## config.mk

```make
export PLATFORM = sky130hd
export DESIGN_NAME = countdown_timer
export DESIGN_NICKNAME = d
export VERILOG_FILES = /design/src/rtl/countdown_timer.sv
export SDC_FILE = /design/constraint.sdc
export NUM_CORES = 1
export LEC_CHECK = 0
export ABC_AREA = 1
export CORE_ASPECT_RATIO = 1.25
export CORE_MARGIN = 5
export CORE_UTILIZATION = 50
export CTS_CLUSTER_SIZE = 40
export DETAILED_ROUTE_END_ITERATION = 16
export MAX_ROUTING_LAYER = met4
export PLACE_DENSITY = 0.78
export SLEW_MARGIN = 20
export SYNTH_ARGS = -nofsm -noshare
export SYNTH_HDL_FRONTEND = slang
export SYNTH_SLANG_ARGS = --single-unit
```

## constraint.sdc

```tcl
create_clock -name clk -period 2.2 [get_ports clk]
set_input_delay 0.44 -clock clk [delete_from_list [all_inputs] [get_ports clk]]
set_output_delay 0.44 -clock clk [all_outputs]
set_load 0.005 [all_outputs]
```

## src/rtl/countdown_timer.sv

```systemverilog
// Loadable down-counter with a programmable prescaler, optional auto-reload
// and a three-state IDLE/RUN/DONE controller with a registered terminal-count pulse.
module countdown_timer #(
   parameter int WIDTH = 5,
   parameter int PRE_W = 4
) (
   input  logic             clk,
   input  logic             rst,
   input  logic             load,
   input  logic             start,
   input  logic             enab,
   input  logic             ack,
   input  logic             reload,
   input  logic [PRE_W-1:0] prescale,
   input  logic [WIDTH-1:0] cnt_in,
   output logic [WIDTH-1:0] cnt_out,
   output logic             busy,
   output logic             done,
   output logic             tc
);

   typedef enum logic [1:0] {
      ST_IDLE = 2'd0,
      ST_RUN  = 2'd1,
      ST_DONE = 2'd2
   } state_e;

   localparam logic [WIDTH-1:0] CNT_ZERO = '0;
   localparam logic [WIDTH-1:0] CNT_ONE  = WIDTH'(1);
   localparam logic [PRE_W-1:0] PRE_ONE  = PRE_W'(1);

   state_e           state_q, state_d;
   logic [WIDTH-1:0] cnt_q, cnt_d;
   logic [WIDTH-1:0] reload_q, reload_d;
   logic [PRE_W-1:0] pre_q, pre_d;
   logic             tc_q, tc_d;

   // NOTE: state registers use non-blocking assignments so every flop samples
   // the pre-edge value of its neighbours regardless of statement order.
   always_ff @(posedge clk or posedge rst) begin
      if (rst) begin
         state_q  <= ST_IDLE;
         cnt_q    <= '0;
         reload_q <= '0;
         pre_q    <= '0;
         tc_q     <= 1'b0;
      end else begin
         state_q  <= state_d;
         cnt_q    <= cnt_d;
         reload_q <= reload_d;
         pre_q    <= pre_d;
         tc_q     <= tc_d;
      end
   end

   // NOTE: every next-state signal gets a hold/default value first so no path
   // through the case statement can leave it unassigned and infer a latch.
   always_comb begin
      state_d  = state_q;
      cnt_d    = cnt_q;
      reload_d = reload_q;
      pre_d    = pre_q;
      tc_d     = 1'b0;

      if (load) begin
         cnt_d    = cnt_in;
         reload_d = cnt_in;
         pre_d    = '0;
         state_d  = ST_IDLE;
      end else begin
         unique case (state_q)
            ST_IDLE: begin
               if (start) begin
                  if (cnt_q != CNT_ZERO) begin
                     state_d = ST_RUN;
                     pre_d   = '0;
                  end else begin
                     tc_d    = 1'b1;
                     state_d = ST_DONE;
                  end
               end
            end

            ST_RUN: begin
               if (enab) begin
                  if (pre_q != prescale) begin
                     // Wraps modulo 2^PRE_W when prescale was lowered below it.
                     pre_d = pre_q + PRE_ONE;
                  end else begin
                     pre_d = '0;
                     if (cnt_q == CNT_ONE) begin
                        tc_d = 1'b1;
                        if (reload) begin
                           cnt_d = reload_q;
                        end else begin
                           cnt_d   = CNT_ZERO;
                           state_d = ST_DONE;
                        end
                     end else if (cnt_q != CNT_ZERO) begin
                        cnt_d = cnt_q - CNT_ONE;
                     end
                  end
               end
            end

            ST_DONE: begin
               if (ack) begin
                  state_d = ST_IDLE;
               end
            end

            default: begin
               state_d = ST_IDLE;
            end
         endcase
      end
   end

   assign cnt_out = cnt_q;
   assign busy    = (state_q == ST_RUN);
   assign done    = (state_q == ST_DONE);
   assign tc      = tc_q;

endmodule

```

==> flow_metrics.py, run 1 <==
metrics = {
    "grt": {
        "antenna_found_initial": 0,
        "grt_pass1_vias": 1150,
        "grt_max_degree": 18,
        "grt_usage_pct": 18.3,
        "grt-ovfl-total": 0,
        "grt_pass1_wl_um": 4710,
    },
    "drt": {
        "met1_length_um": 1130,
        "wl_met3_um": 116,
        "wl_met2_um": 1430,
        "wire_per_inst_um": 11.9,
        "highest_layer": "met4",
        "antenna_left": 0,
        "routed_wl_um": 2740,
        "drt_iter0_drc": 36,
        "dr_total_vias": 1171,
        "drc_errors": 0,
        "drtPass1Iterations": 4,
        "viasPerCell": 5.07,
    },
    "sta": {
        "period_minus_slack_ps": 1910,
        "clock.fmax_mhz": 525,
        "tns_ps": 0,
        "tightest_slew_ps": 658,
        "period_share_pct": 86.7,
        "finalSetupViolCount": 0,
        "rsz0062_at_grt": "no",
        "fin_skew_ps": 13.4,
        "finalMaxSlewViolations": 0,
        "timing_hold_violations_final": 0,
        "slew-limit-headroom_pct": 56.1,
    },
    "cts": {
        "cts_tree": "built",
        "cts_hold_buf": 0,
        "cts_setup_buffers": 0,
        "cts.htree.levels": 1,
        "cts_root_buf": "clkbuf_4",
        "cts_resized": 0,
        "path_clk_slew_ps": 110,
        "clock_sinks": 17,
        "cts_made_buffers": 3,
        "cts.path.max_buffers": 2,
        "clk_latency_ps": 300,
    },
    "worst_setup_path": {
        "critPathLaunchType": "flip-flop",
        "arrival_ps": 1470,
        "r2r_end": "cnt_out[3]",
        "rr_worst_depth": 9,
        "ff2ff_setup_slack_ps": 680,
        "critPathKind": "reg -> out",
        "end_kind": "output pin",
        "r2r-start": "cnt_out[0]",
        "required_ps": 1760,
        "cp_max_fo": 4,
    },
    "cells_and_area": {
        "fin_cells": 231,
        "post-route-util_pct": 63.5,
        "fillers": 202,
        "final_nets": 219,
        "syn2layout_area_growth_pct": 24.4,
        "design_area_sq_mm": 0.00151,
        "drive_above_1_share_pct": 12.6,
        "diodes": 0,
    },
    "power_and_ir_drop": {
        "power_mw": 1.13,
        "p_leak_nw": 0.768,
        "peakVddDrop_mv": 0.377,
        "power_per_cell_area_mw_per_mm2": 751,
    },
    "yosys": {
        "synth_ff_type": "dfrtp_1",
        "yosysMostFrequentCell": "nand2_1",
        "ys_types": 25,
        "synth-edff-count": 0,
        "synth_cells": 172,
        "synth_top_area_cell": "dfrtp_1",
        "synthMuxAreaShare_pct": 0,
        "ys_ff_latch": 17,
        "syn_area_sq_mm": 0.00121,
        "async_reset_ff_share_pct": 100,
        "yosys.area_share.simple_pct": 43.9,
        "synthTopCellsByArea": "dfrtp_1 35%, nand2_1 18%, inv_1 7.1%, nand3_1 7.0%, ha_1 4.1%",
        "synth_compound_area_share_pct": 6.70,
        "synth_top_family_by_area": "simple AND/OR/NAND/NOR gates",
        "ys_top_cells_by_count": "57 x nand2_1, 23 x inv_1, 17 x dfrtp_1, 17 x nand3_1, 10 x nor2_1",
        "synth_top_area_share_pct": 35.1,
        "synth_fp_nets": 192,
        "yosysWarnings": 0,
        "avgSynthCellArea_sq_um": 7.06,
        "synthAdderAreaFrac_pct": 4.12,
        "synth-xor-area-share_pct": 1.44,
        "yosysSeqAreaShare_pct": 35.1,
    },
    "worst_hold_path": {
        "hold_start": "reload_q[0]",
        "whs_endpoint": "reload_q[0]",
        "hold_path_class": "reg -> reg",
        "hold_depth": 2,
    },
    "die": {
        "dieArea_sq_mm": 0.00352,
        "initial_core_util_pct": 51.1,
        "coreArea_sq_mm": 0.00238,
        "io_pins": 24,
        "rows": 20,
        "fp.dieW_um": 54.1,
        "die_y_um": 65.1,
    },
    "run": {
        "drv_cap": 0,
    },
    "status": {
        "outcome": "complete, no violations",
    },
    "placement": {
        "portBuffers": 23,
        "place.gp.congestion": 0.839,
        "place_area_sq_mm": 0.00148,
        "hpwl_um": 2140,
        "place_inst": 227,
    },
}
==> area by class of cell <==
class	instances	area, sq um	area share, %
clock buffer	3	22.5	1.49
clock inverter	1	7.51	0.497
inverter	25	93.8	6.21
multi-input combinational	128	682	45.2
sequential	17	425	28.2
tap	33	41.3	2.73
timing repair buffer	24	238	15.7
==> cell families after synthesis <==
group	count (synthesis)
simple gates	107
buf+inv	27
flops	17
compound gates	15
fa+ha+maj	4
xor+xnor	2
==> stage by stage <==
stage               setup WS, ps  hold WS (ps)
floorplan                    847           366
global placement             416           468
detailed placement           355           467
CTS                          279           494
global route                 198           550
finish                       294           496
==> routing by layer <==
layer | track usage (%) | vias up
met3 | 3.22 | 9
met2 | 31.2 | 34
met4 | 7.48 | 0
li1 | - | 595
met5 | - | -
met1 | 20.6 | 533
==> worst max-delay path, stage by stage (launching register included) <==
cell	delay, ps
dfrtp_1	430
inv_1	110
nand2_2	90
inv_1	60
clkdlybuf4s50_1	490
==> sequential cells by signal, indices dropped and copies added (netlist names) <==
name,flops
cnt_out,5
pre_q,4
reload_q,5
state_q,2
tc,1
==> power breakdown <==
group | switching [mW] | leakage, nW | internal [mW]
Sequential | 0.0636 | 0.219 | 0.363
Clock | 0.108 | 0.0139 | 0.0694
Combinational | 0.302 | 0.535 | 0.229
Total | 0.473 | 0.768 | 0.660
==> worst max-delay path by stage <==
| stage | start | end | cells after the start |
|---|---|---|---|
| after floorplan | cnt_out[0] | cnt_out[2] | 9 |
| after global placement | load | pre_q[1] | 5 |
| after detailed placement | load | pre_q[0] | 5 |
| after CTS | state_q[1] | busy | 4 |
| after global routing | state_q[1] | busy | 4 |
| final | state_q[1] | busy | 4 |
==> placed cells by master (no fill, tap or decap), types with 2 or more instances in the layout <==
| master | netlist | routed |
|---|---|---|
| nand2_1 | 57 | 57 |
| inv_1 | 23 | 23 |
| clkdlybuf4s50_1 | 0 | 23 |
| nand3_1 | 17 | 17 |
| dfrtp_1 | 17 | 17 |
| nor2_1 | 10 | 10 |
| a21oi_1 | 6 | 6 |
| nand2_2 | 5 | 5 |
| nor2_2 | 4 | 4 |
| nand4_1 | 4 | 4 |
| o21ai_0 | 4 | 4 |
| ha_1 | 4 | 4 |
| nor2_4 | 3 | 3 |
| o21ai_1 | 3 | 3 |
| clkbuf_4 | 0 | 3 |
| inv_2 | 2 | 2 |
| nand2_4 | 2 | 2 |
| nor3_1 | 2 | 2 |
Note: power is estimated with default switching activity, not from simulation.
==> inputs of run 2 (changes only) <==
--- a/config.mk
+++ b/config.mk
@@ -13,7 +13,6 @@
 export DETAILED_ROUTE_END_ITERATION = 16
 export MAX_ROUTING_LAYER = met4
 export PLACE_DENSITY = 0.78
-export SLEW_MARGIN = 20
 export SYNTH_ARGS = -nofsm -noshare
 export SYNTH_HDL_FRONTEND = slang
 export SYNTH_SLANG_ARGS = --single-unit
==> results of run 2 <==
The final DEF is identical to that of run 1; final timing and power are the same.
==> inputs of run 3 (changes only) <==
--- a/config.mk
+++ b/config.mk
@@ -6,13 +6,12 @@
 export NUM_CORES = 1
 export LEC_CHECK = 0
 export ABC_AREA = 1
-export CORE_ASPECT_RATIO = 1.25
 export CORE_MARGIN = 5
 export CORE_UTILIZATION = 50
-export CTS_CLUSTER_SIZE = 40
 export DETAILED_ROUTE_END_ITERATION = 16
 export MAX_ROUTING_LAYER = met4
 export PLACE_DENSITY = 0.78
+export REMOVE_ABC_BUFFERS = 1
 export SYNTH_ARGS = -nofsm -noshare
 export SYNTH_HDL_FRONTEND = slang
 export SYNTH_SLANG_ARGS = --single-unit
==> run 3 against run 2 <==
Die area down 0.18%; via count is 0.34% lower; final cell count decreased by 2.2%; fmax shrank 0.76%; wire length about the same; largest power group unchanged.
==> flow_metrics.py, run 3 (synthesis gave the netlist of run 1 again) <==
metrics = {
    "cells_and_area": {
        "final_common_cell": "nand2_1",
        "final_nets": 219,
        "syn2layout_area_growth_pct": 23.6,
        "final_cell_mix": "57 x nand2_1, 23 x inv_1, 23 x clkdlybuf4s50_1",
        "register_area_sq_um": 425,
        "diodes": 0,
        "drive_above_1_share_pct": 12.1,
        "fillers": 214,
        "multi_input_area_sq_um": 682,
    },
    "grt": {
        "grt_max_degree": 18,
        "grt_usage_pct": 18.3,
        "grt_pass1_wl_um": 4800,
        "grt-ovfl-total": 0,
        "grt_pass1_vias": 1116,
        "antenna_found_initial": 0,
    },
    "worst_setup_path": {
        "required_ps": 1760,
        "critPathLaunchType": "flip-flop",
        "cp_max_fo": 4,
        "crit_path_max_incr_delay_ps": 520,
        "path_delay_family": "buffers and inverters",
        "critPathKind": "reg -> out",
        "path_cells": "inv_1 -> nor2_1 -> clkdlybuf4s50_1",
        "end_kind": "output pin",
        "arrival_ps": 1480,
        "cp_num_buf_inv": 2,
        "slowest_stage": "clkdlybuf4s50_1",
    },
    "drt": {
        "drtPass1Iterations": 4,
        "antenna_left": 0,
        "dr_total_vias": 1167,
        "wire_per_inst_um": 12.1,
        "drc_errors": 0,
        "routed_wl_um": 2740,
        "viasPerCell": 5.16,
        "drt_iter0_drc": 74,
    },
    "cts": {
        "cts_resized": 0,
        "cts_hold_buf": 0,
        "cts_made_buffers": 3,
        "path_clk_slew_ps": 100,
        "cts_tree": "built",
        "cts.path.max_buffers": 2,
        "cts_setup_buffers": 0,
        "cts.htree.levels": 1,
        "clk_latency_ps": 300,
        "clock_sinks": 17,
        "cts_root_buf": "clkbuf_4",
    },
    "sta": {
        "period_minus_slack_ps": 1920,
        "timing_hold_violations_final": 0,
        "tns_ps": 0,
        "worst_slack_ps": 279,
        "finalSetupViolCount": 0,
        "slew-limit-headroom_pct": 55.7,
        "clock.fmax_mhz": 521,
        "fin_skew_ps": 4.82,
        "fin_hold_ws_ps": 483,
        "rsz0062_at_grt": "no",
        "finalMaxSlewViolations": 0,
        "tightest_slew_ps": 664,
        "period_share_pct": 87.3,
    },
    "die": {
        "coreArea_sq_mm": 0.00225,
        "rows": 17,
        "dieArea_sq_mm": 0.00351,
        "io_pins": 24,
        "die_y_um": 59.3,
        "initial_core_util_pct": 53.8,
        "fp.dieW_um": 59.3,
    },
    "placement": {
        "hpwl_um": 2190,
        "place.gp.congestion": 0.845,
        "place_ws_ps": 391,
        "portBuffers": 23,
    },
    "status": {
        "outcome": "complete, no violations",
    },
    "power_and_ir_drop": {
        "peakVddDrop_mv": 0.552,
        "power_per_cell_area_mw_per_mm2": 757,
        "p_leak_nw": 0.769,
    },
    "run": {
        "drv_cap": 0,
    },
    "worst_hold_path": {
        "hold_path_class": "reg -> reg",
    },
}
==> run 3: changes by cell type in the layout (fill, tap and decap cells not counted) <==
cell,delta
clkbuf_1,+1
clkinvlp_4,-1
==> run 3: tightest hold or removal path, cell delays in order, from the launching register on <==
cell and delay, ps:
dfrtp_1 360, nand2_1 50, nand2_1 50
==> run 3: layer usage <==
metal  up-vias  part of all wire, %  global-route usage [%]
li1        598                    -                       -
met3         7                  7.0                    3.49
met2        41                   48                    30.1
met1       521                   43                    22.0
met4         0                  1.6                    6.80
met5         -                    0                       -
==> run 3: cell type report <==
| class | instances | share of cell area [%] |
|---|---|---|
| inverter | 25 | 6.26 |
| clock buffer | 4 | 1.75 |
| multi-input combinational | 128 | 45.5 |
| tap | 28 | 2.34 |
| sequential | 17 | 28.4 |
| timing repair buffer | 24 | 15.8 |
==> run 3: final timing paths <==
| kind | slack, ps | end | startpoint | cells after the start |
|---|---|---|---|---|
| max | 280 | done | state_q[1] | 3 |
| min in group asynchronous | 520 | reload_q[4] | rst | 2 |
| min | 480 | reload_q[0] | reload_q[0] | 2 |
| max reg2reg | 650 | cnt_out[2] | cnt_out[0] | 9 |
| max in group asynchronous | 1250 | cnt_out[3] | rst | 2 |
| min reg2reg | 480 | reload_q[0] | reload_q[0] | 2 |
==> run 3: power by group <==
part	leakage (nW)	total [mW]	internal (mW)	switching, mW
Sequential	0.219	0.427	0.362	0.0642
Clock	0.0150	0.171	0.0707	0.0999
Combinational	0.535	0.538	0.229	0.310
Total	0.769	1.14	0.662	0.474
==> run 3: through the flow <==
step	instance area (sq um)	total power, mW	instances	utilization [%]
detailed placement	1470	0.970	222	65.4
global placement	1470	0.953	222	65.4
CTS	1500	1.14	226	66.5
global route	1500	1.22	226	66.5
finish	1500	1.14	226	66.5
floorplan	1200	0.781	170	-
